`src/rtl/mmio_timer_irq_if.sv`:
```
// mmio_timer_irq_if
// -----------------
// Data-memory bus seen by the countdown timer. The CPU side (master) drives
// the store strobe, address and store data. The timer side (slave) returns
// read data and a window-hit flag, which top uses to select the read data.
//
// Signals:
//   MemWrite   master->slave  1   CPU store strobe
//   DataAdr    master->slave  32  CPU data address
//   WriteData  master->slave  32  CPU store data
//   ReadData   slave->master  32  register read data (combinational)
//   hit        slave->master  1   address falls inside the timer window
`timescale 1ns/1ps

interface mmio_timer_irq_if;
  logic        MemWrite;
  logic [31:0] DataAdr;
  logic [31:0] WriteData;
  logic [31:0] ReadData;
  logic        hit;

  modport master (
    output MemWrite, DataAdr, WriteData,
    input  ReadData, hit
  );

  modport slave (
    input  MemWrite, DataAdr, WriteData,
    output ReadData, hit
  );
endinterface : mmio_timer_irq_if

```
`src/rtl/mmio_timer_irq.sv`:
```
// mmio_timer_irq
// --------------
// Memory-mapped countdown timer and level interrupt source. It responds on
// the core's data-memory bus inside a 32-byte window at BASE_ADDR.
//
// Register map (byte offsets; DataAdr[1:0] are ignored):
//   0x00 CTRL    R/W  bit0 EN, bit1 AUTO (reload on expiry), bit2 IE
//   0x04 LOAD    R/W  a write also loads COUNT on the same edge
//   0x08 COUNT   RO
//   0x0C STATUS  bit0 PEND, write 1 to clear
//   0x10 PRESC   R/W  only when TIMER_PRESCALE_EN is defined
//   All other offsets read 0 and ignore writes.
//
// Optional feature macro: TIMER_PRESCALE_EN. When it is defined, a prescale
// counter divides the tick rate by (PRESC+1). When it is undefined, the
// timer ticks every cycle and offset 0x10 reads 0.
//
// Ports:
//   clk        in   system clock, all state updates on the rising edge
//   reset      in   synchronous active-low reset
//   bus        slave modport of mmio_timer_irq_if
//   interrupt  out  level interrupt request, PEND & IE, driven from a flop
`timescale 1ns/1ps

module mmio_timer_irq #(
  parameter logic [31:0] BASE_ADDR = 32'h0000_0080,
  parameter int unsigned CNT_W     = 32,
  parameter int unsigned PRESC_W   = 16
) (
  input  logic            clk,
  input  logic            reset,
  mmio_timer_irq_if.slave bus,
  output logic            interrupt
);

  typedef enum logic [2:0] {
    OFF_CTRL   = 3'd0,
    OFF_LOAD   = 3'd1,
    OFF_COUNT  = 3'd2,
    OFF_STATUS = 3'd3,
    OFF_PRESC  = 3'd4
  } reg_off_e;

  localparam logic [CNT_W-1:0] CNT_ONE = {{(CNT_W-1){1'b0}}, 1'b1};

  // Architectural state
  logic             r_en;
  logic             r_auto;
  logic             r_ie;
  logic [CNT_W-1:0] r_load;
  logic [CNT_W-1:0] r_count;
  logic             r_pend;
  logic             r_irq;

  // Decode and next-state values
  logic             w_hit;
  reg_off_e         w_off;
  logic             w_wr;
  logic             w_tick;
  logic             w_expire;
  logic             w_en_nxt;
  logic             w_auto_nxt;
  logic             w_ie_nxt;
  logic [CNT_W-1:0] w_load_nxt;
  logic [CNT_W-1:0] w_count_nxt;
  logic             w_pend_nxt;
  logic             w_unused;

  assign w_hit    = (bus.DataAdr[31:5] == BASE_ADDR[31:5]);
  assign w_off    = reg_off_e'(bus.DataAdr[4:2]);
  assign w_wr     = bus.MemWrite & w_hit;
  assign bus.hit  = w_hit;
  // Byte-lane bits are not part of the decode.
  assign w_unused = &{1'b0, bus.DataAdr[1:0]};

`ifdef TIMER_PRESCALE_EN
  logic [PRESC_W-1:0] r_presc;
  logic [PRESC_W-1:0] r_psc_cnt;
  logic               w_presc_wr;

  assign w_presc_wr = w_wr && (w_off == OFF_PRESC);
  // The tick fires on the edge where the counter has reached PRESC.
  assign w_tick     = (r_psc_cnt == r_presc);

  always_ff @(posedge clk) begin
    if (!reset) begin
      r_presc   <= '0;
      r_psc_cnt <= '0;
    end else begin
      if (w_presc_wr) begin
        r_presc <= bus.WriteData[PRESC_W-1:0];
      end
      // A PRESC write restarts the division. A disabled timer parks the
      // counter at 0, so re-enabling always waits a full PRESC+1 cycles.
      if (w_presc_wr || !r_en || w_tick) begin
        r_psc_cnt <= '0;
      end else begin
        r_psc_cnt <= r_psc_cnt + 1'b1;
      end
    end
  end
`else
  assign w_tick = 1'b1;
`endif

  // Next-state logic. Time effects (decrement or expiry) are applied first
  // and bus writes second, so a LOAD write overrides a decrement. The
  // expiry is applied last, so it overrides a same-edge W1C.
  always_comb begin
    // NOTE: every output of this block gets a default first, so no path
    // leaves a variable unassigned and no latch is inferred.
    w_expire    = 1'b0;
    w_en_nxt    = r_en;
    w_auto_nxt  = r_auto;
    w_ie_nxt    = r_ie;
    w_load_nxt  = r_load;
    w_count_nxt = r_count;
    w_pend_nxt  = r_pend;

    // EN is the pre-edge value here, so a CTRL write that clears EN still
    // lets an expiry on that same edge happen.
    if (r_en && w_tick && (r_count != '0)) begin
      if (r_count == CNT_ONE) begin
        w_expire    = 1'b1;
        w_count_nxt = r_auto ? r_load : '0;
      end else begin
        w_count_nxt = r_count - CNT_ONE;
      end
    end

    if (w_wr) begin
      case (w_off)
        OFF_CTRL: begin
          w_en_nxt   = bus.WriteData[0];
          w_auto_nxt = bus.WriteData[1];
          w_ie_nxt   = bus.WriteData[2];
        end
        OFF_LOAD: begin
          w_load_nxt  = bus.WriteData[CNT_W-1:0];
          w_count_nxt = bus.WriteData[CNT_W-1:0];
        end
        OFF_STATUS: begin
          if (bus.WriteData[0]) begin
            w_pend_nxt = 1'b0;
          end
        end
        default: ;
      endcase
    end

    if (w_expire) begin
      w_pend_nxt = 1'b1;
    end
  end

  // NOTE: sequential state is updated only with non-blocking assignments,
  // so every flop samples its next value from the same pre-edge state.
  always_ff @(posedge clk) begin
    // NOTE: the synchronous reset covers every state bit; nothing here is
    // a memory array, so there is no reset-less storage to leave alone.
    if (!reset) begin
      r_en    <= 1'b0;
      r_auto  <= 1'b0;
      r_ie    <= 1'b0;
      r_load  <= '0;
      r_count <= '0;
      r_pend  <= 1'b0;
      r_irq   <= 1'b0;
    end else begin
      r_en    <= w_en_nxt;
      r_auto  <= w_auto_nxt;
      r_ie    <= w_ie_nxt;
      r_load  <= w_load_nxt;
      r_count <= w_count_nxt;
      r_pend  <= w_pend_nxt;
      // The request is registered from next-state values, so it changes on
      // the same edge as PEND/IE and cannot glitch between edges.
      r_irq   <= w_pend_nxt & w_ie_nxt;
    end
  end

  assign interrupt = r_irq;

  // Read mux: combinational from DataAdr, no side effects.
  always_comb begin
    bus.ReadData = '0;
    if (w_hit) begin
      case (w_off)
        OFF_CTRL:   bus.ReadData = {29'd0, r_ie, r_auto, r_en};
        OFF_LOAD:   bus.ReadData = 32'(r_load);
        OFF_COUNT:  bus.ReadData = 32'(r_count);
        OFF_STATUS: bus.ReadData = {31'd0, r_pend};
`ifdef TIMER_PRESCALE_EN
        OFF_PRESC:  bus.ReadData = 32'(r_presc);
`endif
        default:    bus.ReadData = '0;
      endcase
    end
  end

endmodule : mmio_timer_irq

```
`src/flat_wrapper.sv`:
```
// flat-port wrapper written by rule: the top's interface ports become plain ports
module mmio_timer_irq_flat 
#(
  parameter logic [31:0] BASE_ADDR = 32'h0000_0080,
  parameter int unsigned CNT_W     = 32,
  parameter int unsigned PRESC_W   = 16
)
  (clk, reset, interrupt, bus_MemWrite, bus_DataAdr, bus_WriteData, bus_ReadData, bus_hit);
  mmio_timer_irq_if bus_i ();
  input  logic clk;
  input  logic reset;
  output logic interrupt;
  input wire logic [$bits(bus_i.MemWrite)-1:0] bus_MemWrite;
  input wire logic [$bits(bus_i.DataAdr)-1:0] bus_DataAdr;
  input wire logic [$bits(bus_i.WriteData)-1:0] bus_WriteData;
  output wire logic [$bits(bus_i.ReadData)-1:0] bus_ReadData;
  output wire logic [$bits(bus_i.hit)-1:0] bus_hit;
  assign bus_i.MemWrite = bus_MemWrite;
  assign bus_i.DataAdr = bus_DataAdr;
  assign bus_i.WriteData = bus_WriteData;
  assign bus_ReadData = bus_i.ReadData;
  assign bus_hit = bus_i.hit;
  mmio_timer_irq #(.BASE_ADDR(BASE_ADDR), .CNT_W(CNT_W), .PRESC_W(PRESC_W)) u_core (.clk(clk), .reset(reset), .bus(bus_i), .interrupt(interrupt));
endmodule
```
`config.mk`:
```
export PLATFORM = sky130hd
export DESIGN_NAME = mmio_timer_irq_flat
export DESIGN_NICKNAME = d
export VERILOG_FILES = /design/src/rtl/mmio_timer_irq_if.sv /design/src/rtl/mmio_timer_irq.sv /design/src/flat_wrapper.sv
export SDC_FILE = /design/constraint.sdc
export NUM_CORES = 1
export LEC_CHECK = 0
export CAP_MARGIN = 30
export CORE_UTILIZATION = 55
export CTS_BUF_LIST = sky130_fd_sc_hd__clkbuf_8
export CTS_CLUSTER_DIAMETER = 100
export CTS_CLUSTER_SIZE = 16
export DETAILED_ROUTE_END_ITERATION = 7
export DONT_BUFFER_PORTS = 1
export GPL_TIMING_DRIVEN = 0
export HOLD_SLACK_MARGIN = 0.02
export PLACE_DENSITY = 0.81
export SYNTH_ARGS = -nofsm -noshare
export SYNTH_HDL_FRONTEND = slang
export SYNTH_SLANG_ARGS = --single-unit
```
`constraint.sdc`:
```
create_clock -name clk -period 3.7 [get_ports clk]
set_clock_uncertainty 0.15 [all_clocks]
set_input_delay 0.74 -clock clk [delete_from_list [all_inputs] [get_ports clk]]
set_output_delay 0.74 -clock clk [all_outputs]
set_load 0.01 [all_outputs]
```
==> impl_metrics.toml, run 1 <==
[clock_tree]
cts_setup_buffers = 0
clock_latency_ns = 0.37
cts_sinks = 69
clk_root_buffer_cell = "clkbuf_8"
htree_levels = 3
cts_buffers = 9
clkSlewWorstSetupHoldPaths_ns = 0.08
cts_tree = "done"
ctsHoldBuffers = 0
clk_path_buf_depth = 2

[logic_synthesis]
synth.avg_cell_area_um2 = 7.24
synth_fa_ha_area_share_pct = 0.585
yosysWarningCount = 0
synth.area.mux_share_pct = 1.64
synth_cell_types = 59
syn_area_mm2 = 0.00427
synth_top_family_by_area = "simple AND/OR/NAND/NOR gates"
synth_nets = 659
ys_top_cells_by_area = "dfxtp_1 (32%), nand2_1 (8.3%), a21oi_1 (6.6%)"
synth_most_common_cell = "nand2_1"
synth-compound-area-share_pct = 27.8
synth-seq-cells = 69
synthSimpleGateAreaFrac_pct = 30.3
synth_top_area_share_pct = 32.3
yosysTopAreaCell = "dfxtp_1"
seq_area_frac_synth_pct = 32.3
synthXorXnorAreaFrac_pct = 2.66
syn_inst = 590
synth.top_cells.by_count = "nand2_1 (95), dfxtp_1 (69), nor2_1 (66)"
synth-async-reset-ratio_pct = 0
synth_edf_count = 0
ys.flop_type = "dfxtp_1"

[grt]
antenna_found_initial = 0
grt_overflow_total = 0
grt_pass1_wl_um = 25500
grt_usage_pct = 40.3
grt_pass1_vias = 4787
grt_max_degree = 11

[sta]
grt_setup_unrepaired = "no"
max_freq_mhz = 287
period_share_pct = 94.1
drv_slew = 0
max_slew_margin_pct = 39.3
hold_viol = 0
finalWorstPathRequiredPeriod_ns = 3.48
worst_slew_pin_slew_ns = 0.904
setup_viol = 0
tns_ns = 0

[hold_path]
hp-class = "flop to flop"

[setup_path]
crit_start = "u_core.r_count[13]$_SDFF_PN0_"
worstSetupStartpointType = "flop"
r2r_setup_slack_ns = 0.22
crit_end = "u_core.r_count[19]$_SDFF_PN0_"
worst-endpoint-required_ns = 3.78
end_kind = "flop"
r2r_cells = 8
r2r-end = "u_core.r_count[19]$_SDFF_PN0_"
r2r-start = "u_core.r_count[13]$_SDFF_PN0_"
path_max_fanout = 10
crit_arrival_ns = 3.57
critPathKind = "flop to flop"

[layout]
antennaDiodeCount = 0
design_area_mm2 = 0.00456
drive_above_1_share_pct = 4.31
layout.nets = 670
area_growth_pct = 6.67
layout.area.seq_mm2 = 0.00138
multi_input_area_mm2 = 0.00270
fillers = 714

[drt]
vias_per_cell = 7.04
wire_per_inst_um = 23.1
vias = 4945
wirelength_um = 16200
drt.antenna.violating_nets = 0
post-route-drc-count = 0
drtIter0Drc = 706
firstDrtPassIters = 5

[die]
fp.dieH_um = 90.2
die_w_um = 90.2
core_area_mm2 = 0.00737
rows = 31
die-area_mm2 = 0.00813
ioPinCount = 101
start_util_pct = 58.0

[power_and_ir_drop]
leakagePower_nw = 1.45
pwr_density_cell_mw_per_mm2 = 293
peakVddDrop_uv = 149

[run_status]
status = "completed"

[placement]
dp_hpwl_um = 11600
place.gp.congestion = 1.00
io_buffer_count = 0
placed_cell_area_mm2 = 0.00440

[run]
drv_cap = 0
-- repair_timing --
item                                    4_1_cts  5_1_grt
endpoints found under the hold margin         0        0
endpoints found under the setup margin        0       10
resized for setup                             0        1
-- registers in the layout (all words and copies together), names as in the netlist --
| signal | flops |
|---|---|
| u_core.interrupt | 1 |
| u_core.r_auto | 1 |
| u_core.r_count | 32 |
| u_core.r_en | 1 |
| u_core.r_ie | 1 |
| u_core.r_load | 32 |
| u_core.r_pend | 1 |
-- critical path, stage by stage (launching register included) --
cell	delay (ns)
dfxtp_1	0.30
clkbuf_1	0.18
nor3_1	0.40
nand4b_1	0.55
nor4_4	0.72
clkbuf_1	0.62
a21oi_1	0.13
a22oi_1	0.19
a21oi_1	0.09
-- cells by family (layout without fill, tap and decap cells) --
family | after synthesis | after routing
AND/OR/NAND/NOR | 269 | 269
adder cells (fa/ha/maj) | 2 | 2
multiplexers | 7 | 7
flip-flops | 69 | 69
XOR/XNOR | 13 | 13
AO/OA/AOI/OAI | 179 | 179
buffers and inverters | 51 | 64
-- worst min-delay path by stage --
stage | startpoint | end | slack (ns) | depth (start not counted)
final | u_core.r_load[30]$_SDFFE_PN0P_ | u_core.r_load[30]$_SDFFE_PN0P_ | 0.33 | 2
after global routing | u_core.r_load[0]$_SDFFE_PN0P_ | u_core.r_load[0]$_SDFFE_PN0P_ | 0.35 | 2
after CTS | u_core.r_load[1]$_SDFFE_PN0P_ | u_core.r_load[1]$_SDFFE_PN0P_ | 0.33 | 2
after detailed placement | u_core.r_load[1]$_SDFFE_PN0P_ | u_core.r_load[1]$_SDFFE_PN0P_ | 0.32 | 2
after global placement | u_core.r_load[28]$_SDFFE_PN0P_ | u_core.r_load[28]$_SDFFE_PN0P_ | 0.31 | 2
after floorplan | u_core.r_load[13]$_SDFFE_PN0P_ | u_core.r_load[13]$_SDFFE_PN0P_ | 0.29 | 2
-- per-layer routing --
layer	share of wire, %	vias to the layer above	routed length (um)	track usage, %
met1	39	2302	6300	51.7
met2	46	384	7410	63.9
met5	0	-	0	0
met4	4.0	0	654	20.6
li1	-	2196	-	-
met3	11	63	1870	8.29
-- area by class of cell --
cell class | instances | share of cell area [%]
Multi-Input combinational cell | 470 | 59.2
Sequential cell | 69 | 30.3
Buffer | 45 | 3.92
Clock buffer | 10 | 3.02
Tap cell | 99 | 2.72
Inverter | 6 | 0.494
Clock inverter | 3 | 0.329
-- cell usage in the layout (no fill, tap or decap), types with 3 or more instances in the layout --
| cell | instances |
|---|---|
| a21o_1 | 3 |
| a21oi_1 | 56 |
| a221oi_1 | 4 |
| a22o_1 | 3 |
| a22oi_1 | 32 |
| a311oi_1 | 5 |
| a31oi_1 | 3 |
| a32oi_1 | 5 |
| and2_1 | 3 |
| and3_1 | 3 |
| buf_1 | 3 |
| clkbuf_1 | 39 |
| clkbuf_8 | 10 |
| clkinv_2 | 3 |
| dfxtp_1 | 69 |
| inv_1 | 5 |
| mux2i_1 | 7 |
| nand2_1 | 95 |
| nand2b_1 | 5 |
| nand3_1 | 17 |
| nand4_1 | 8 |
| nor2_1 | 66 |
| nor2b_1 | 3 |
| nor3_1 | 18 |
| nor3b_1 | 3 |
| nor4_1 | 23 |
| nor4b_1 | 6 |
| o211a_1 | 4 |
| o21ai_0 | 33 |
| o21ai_1 | 3 |
| o22ai_1 | 5 |
| o31ai_1 | 4 |
| or3_1 | 8 |
| or4_1 | 3 |
| xnor2_1 | 9 |
| xor2_1 | 4 |
-- metrics by stage --
step,setup WS [ns],total power [mW],hold slack [ns],cells,util (%)
after floorplan,0.701,0.790,0.291,590,-
after global placement,0.0361,0.804,0.307,689,59.7
after detailed placement,0.0317,0.806,0.315,689,59.7
after CTS,0.164,1.32,0.327,702,61.7
after global routing,0.0333,1.36,0.352,702,61.9
final,0.219,1.34,0.329,702,61.9
-- power breakdown --
part	leakage (nW)	switching (mW)	internal [mW]
Clock	0.0836	0.301	0.247
Sequential	0.555	0.000000000728	0.742
Combinational	0.816	0.0361	0.0118
No activity file was read; power rests on OpenSTA's default activity.
==> run 2: changes to the inputs <==
--- a/config.mk
+++ b/config.mk
@@ -6,15 +6,15 @@
 export NUM_CORES = 1
 export LEC_CHECK = 0
 export CAP_MARGIN = 30
-export CORE_UTILIZATION = 55
+export CORE_UTILIZATION = 52
 export CTS_BUF_LIST = sky130_fd_sc_hd__clkbuf_8
 export CTS_CLUSTER_DIAMETER = 100
 export CTS_CLUSTER_SIZE = 16
 export DETAILED_ROUTE_END_ITERATION = 7
-export DONT_BUFFER_PORTS = 1
 export GPL_TIMING_DRIVEN = 0
 export HOLD_SLACK_MARGIN = 0.02
-export PLACE_DENSITY = 0.81
+export PLACE_DENSITY = 0.94
+export SETUP_SLACK_MARGIN = 0.5
 export SYNTH_ARGS = -nofsm -noshare
 export SYNTH_HDL_FRONTEND = slang
 export SYNTH_SLANG_ARGS = --single-unit
==> run 2 against run 1 <==
Clock power grew 17%. First-iteration DRC count grew 42%. Utilization grew 16 points. Critical path type is now input port to output pin. Critical endpoint is now bus_ReadData[0]. Highest routed layer unchanged.
==> impl_metrics.toml, run 2 (synthesized netlist as in run 1, its figures left out) <==
[sta]
worst_slew_pin_slew_ns = 0.848
period_share_pct = 87.2
drv_slew = 0
finalWorstPathRequiredPeriod_ns = 3.23
max_freq_mhz = 310
setup_viol = 0
grt_setup_unrepaired = "yes"
max_slew_margin_pct = 42.9
hold_ws_ns = 0.322
hold_viol = 0

[power_and_ir_drop]
swShare_pct = 25.7
comb_power_share_pct = 9.2
intPower_mw = 1.13
power_mw = 1.53
pwr-share-seq_pct = 48.6
pwr-share-clk_pct = 42.2
peakVddDrop_uv = 158
leakagePower_nw = 2.21
pwr_density_cell_mw_per_mm2 = 249
switching_power_uw = 392

[drt]
wirelength_um = 19600
vias_per_cell = 7.09
drtIter0Drc = 1001
post-route-drc-count = 0
firstDrtPassIters = 6
drt.antenna.violating_nets = 0
wire_per_inst_um = 23.8
vias = 5846

[die]
die-area_mm2 = 0.00859
die_w_um = 92.7
ioPinCount = 101
fp.dieH_um = 92.7
rows = 32
start_util_pct = 54.5
core_area_mm2 = 0.00785

[placement]
io_buffer_count = 97
dp_cells = 789
place.gp.congestion = 0.993
dp_hpwl_um = 12400

[setup_path]
worst-endpoint-required_ns = 2.81
cp_cell_sequence = "dlygate4sd2_1, nor3b_4, clkbuf_8, a221oi_1, nor2_1, clkdlybuf4s15_1"
end_kind = "output pin"
crit_start = "bus_DataAdr[2]"
path_max_fanout = 10
r2r-start = "u_core.r_count[29]$_SDFF_PN0_"
worstSetupStartpointType = "input port"
cpPeakStageDelay_ns = 0.41
crit_arrival_ns = 2.34
cp.buffers_inverters = 3
critPathKind = "input port to output pin"
cp_slowest_cell = "dlygate4sd2_1"
r2r_setup_slack_ns = 0.56
crit_family = "buffers and inverters"

[hold_path]
worst_hold_startpoint = "u_core.r_load[18]$_SDFFE_PN0P_"
hp-class = "flop to flop"

[layout]
largestRegisters = "u_core.r_count (32), u_core.r_load (32)"
drive_above_1_share_pct = 22.0
area_growth_pct = 43.2
mostFrequentLayoutCell = "nand2_1"
layout.nets = 786
fin_cells = 824
antennaDiodeCount = 0
layout_common_cells = "nand2_1 (95), dfxtp_1 (69), a21oi_1 (56)"

[grt]
grt_pass1_vias = 5810
antenna_found_initial = 0
grt_max_degree = 12
grt_usage_pct = 45.6
grt_overflow_total = 0
grt_pass1_wl_um = 30000

[run_status]
status = "completed"

[clock_tree]
clk_root_buffer_cell = "clkbuf_8"
cts_sinks = 69
cts_tree = "done"
htree_levels = 3
clkSlewWorstSetupHoldPaths_ns = 0.08
ctsHoldBuffers = 0
cts_buffers = 9
clk_path_buf_depth = 2
clock_latency_ns = 0.35

[run]
drv_cap = 0
run 2: per-stage QoR:
step | area [um2] | setup slack (ns) | util [%] | TNS [ns]
floorplan | 4270 | 0.701 | - | 0
global placement | 5370 | -0.543 | 68.5 | -19.02
detailed placement | 5370 | -0.573 | 68.5 | -21.54
finish | 6120 | 0.474 | 78.0 | 0
global route | 6120 | 0.465 | 78.0 | 0
CTS | 5970 | 0.482 | 76.1 | 0
run 2: worst min-delay path: stages, from the launching register on:
cell	delay, ns
dfxtp_1	0.32
nand2_1	0.06
a21oi_1	0.05
run 2: path summary, 6_finish.rpt:
check,end,depth (start not counted)
setup / recovery,bus_ReadData[0],6
setup reg to reg,u_core.r_count[22]$_SDFF_PN0_,8
hold / removal,u_core.r_load[18]$_SDFFE_PN0P_,2
hold reg to reg,u_core.r_load[18]$_SDFFE_PN0P_,2
run 2: repair_timing:
action                                  in CTS  in global routing
endpoints found under the setup margin      86                 85
gates cloned                                 3                  0
pin swaps                                   20                 26
buffers inserted                            10                  6
resized for setup                          272                 82
run 2: layout make-up:
class	count	area, um2
flip-flops and latches	69	1380
multi-input cells	470	3040
plain buffers	45	297
clock buffers	10	138
inverters	6	22.5
fillers	565	1730
repair buffers	116	1060
well taps	102	128
clock inverters	6	53.8
run 2: metal layers:
layer  share of wire (%)  vias up  track usage (%)
met3                  13      151             10.8
li1                    -     2430                -
met1                  36     2725             54.5
met5                   0        -                0
met2                  45      540             73.9
met4                 6.6        0             27.9
run 2: power by group through the flow:
stage                     logic [mW]  clock network, mW  registers (mW)
after floorplan               0.0304                  0           0.759
after global placement         0.121                  0           0.759
after detailed placement       0.124                  0           0.759
after CTS                      0.126              0.623           0.742
after global routing           0.144              0.670           0.742
final                          0.140              0.643           0.742
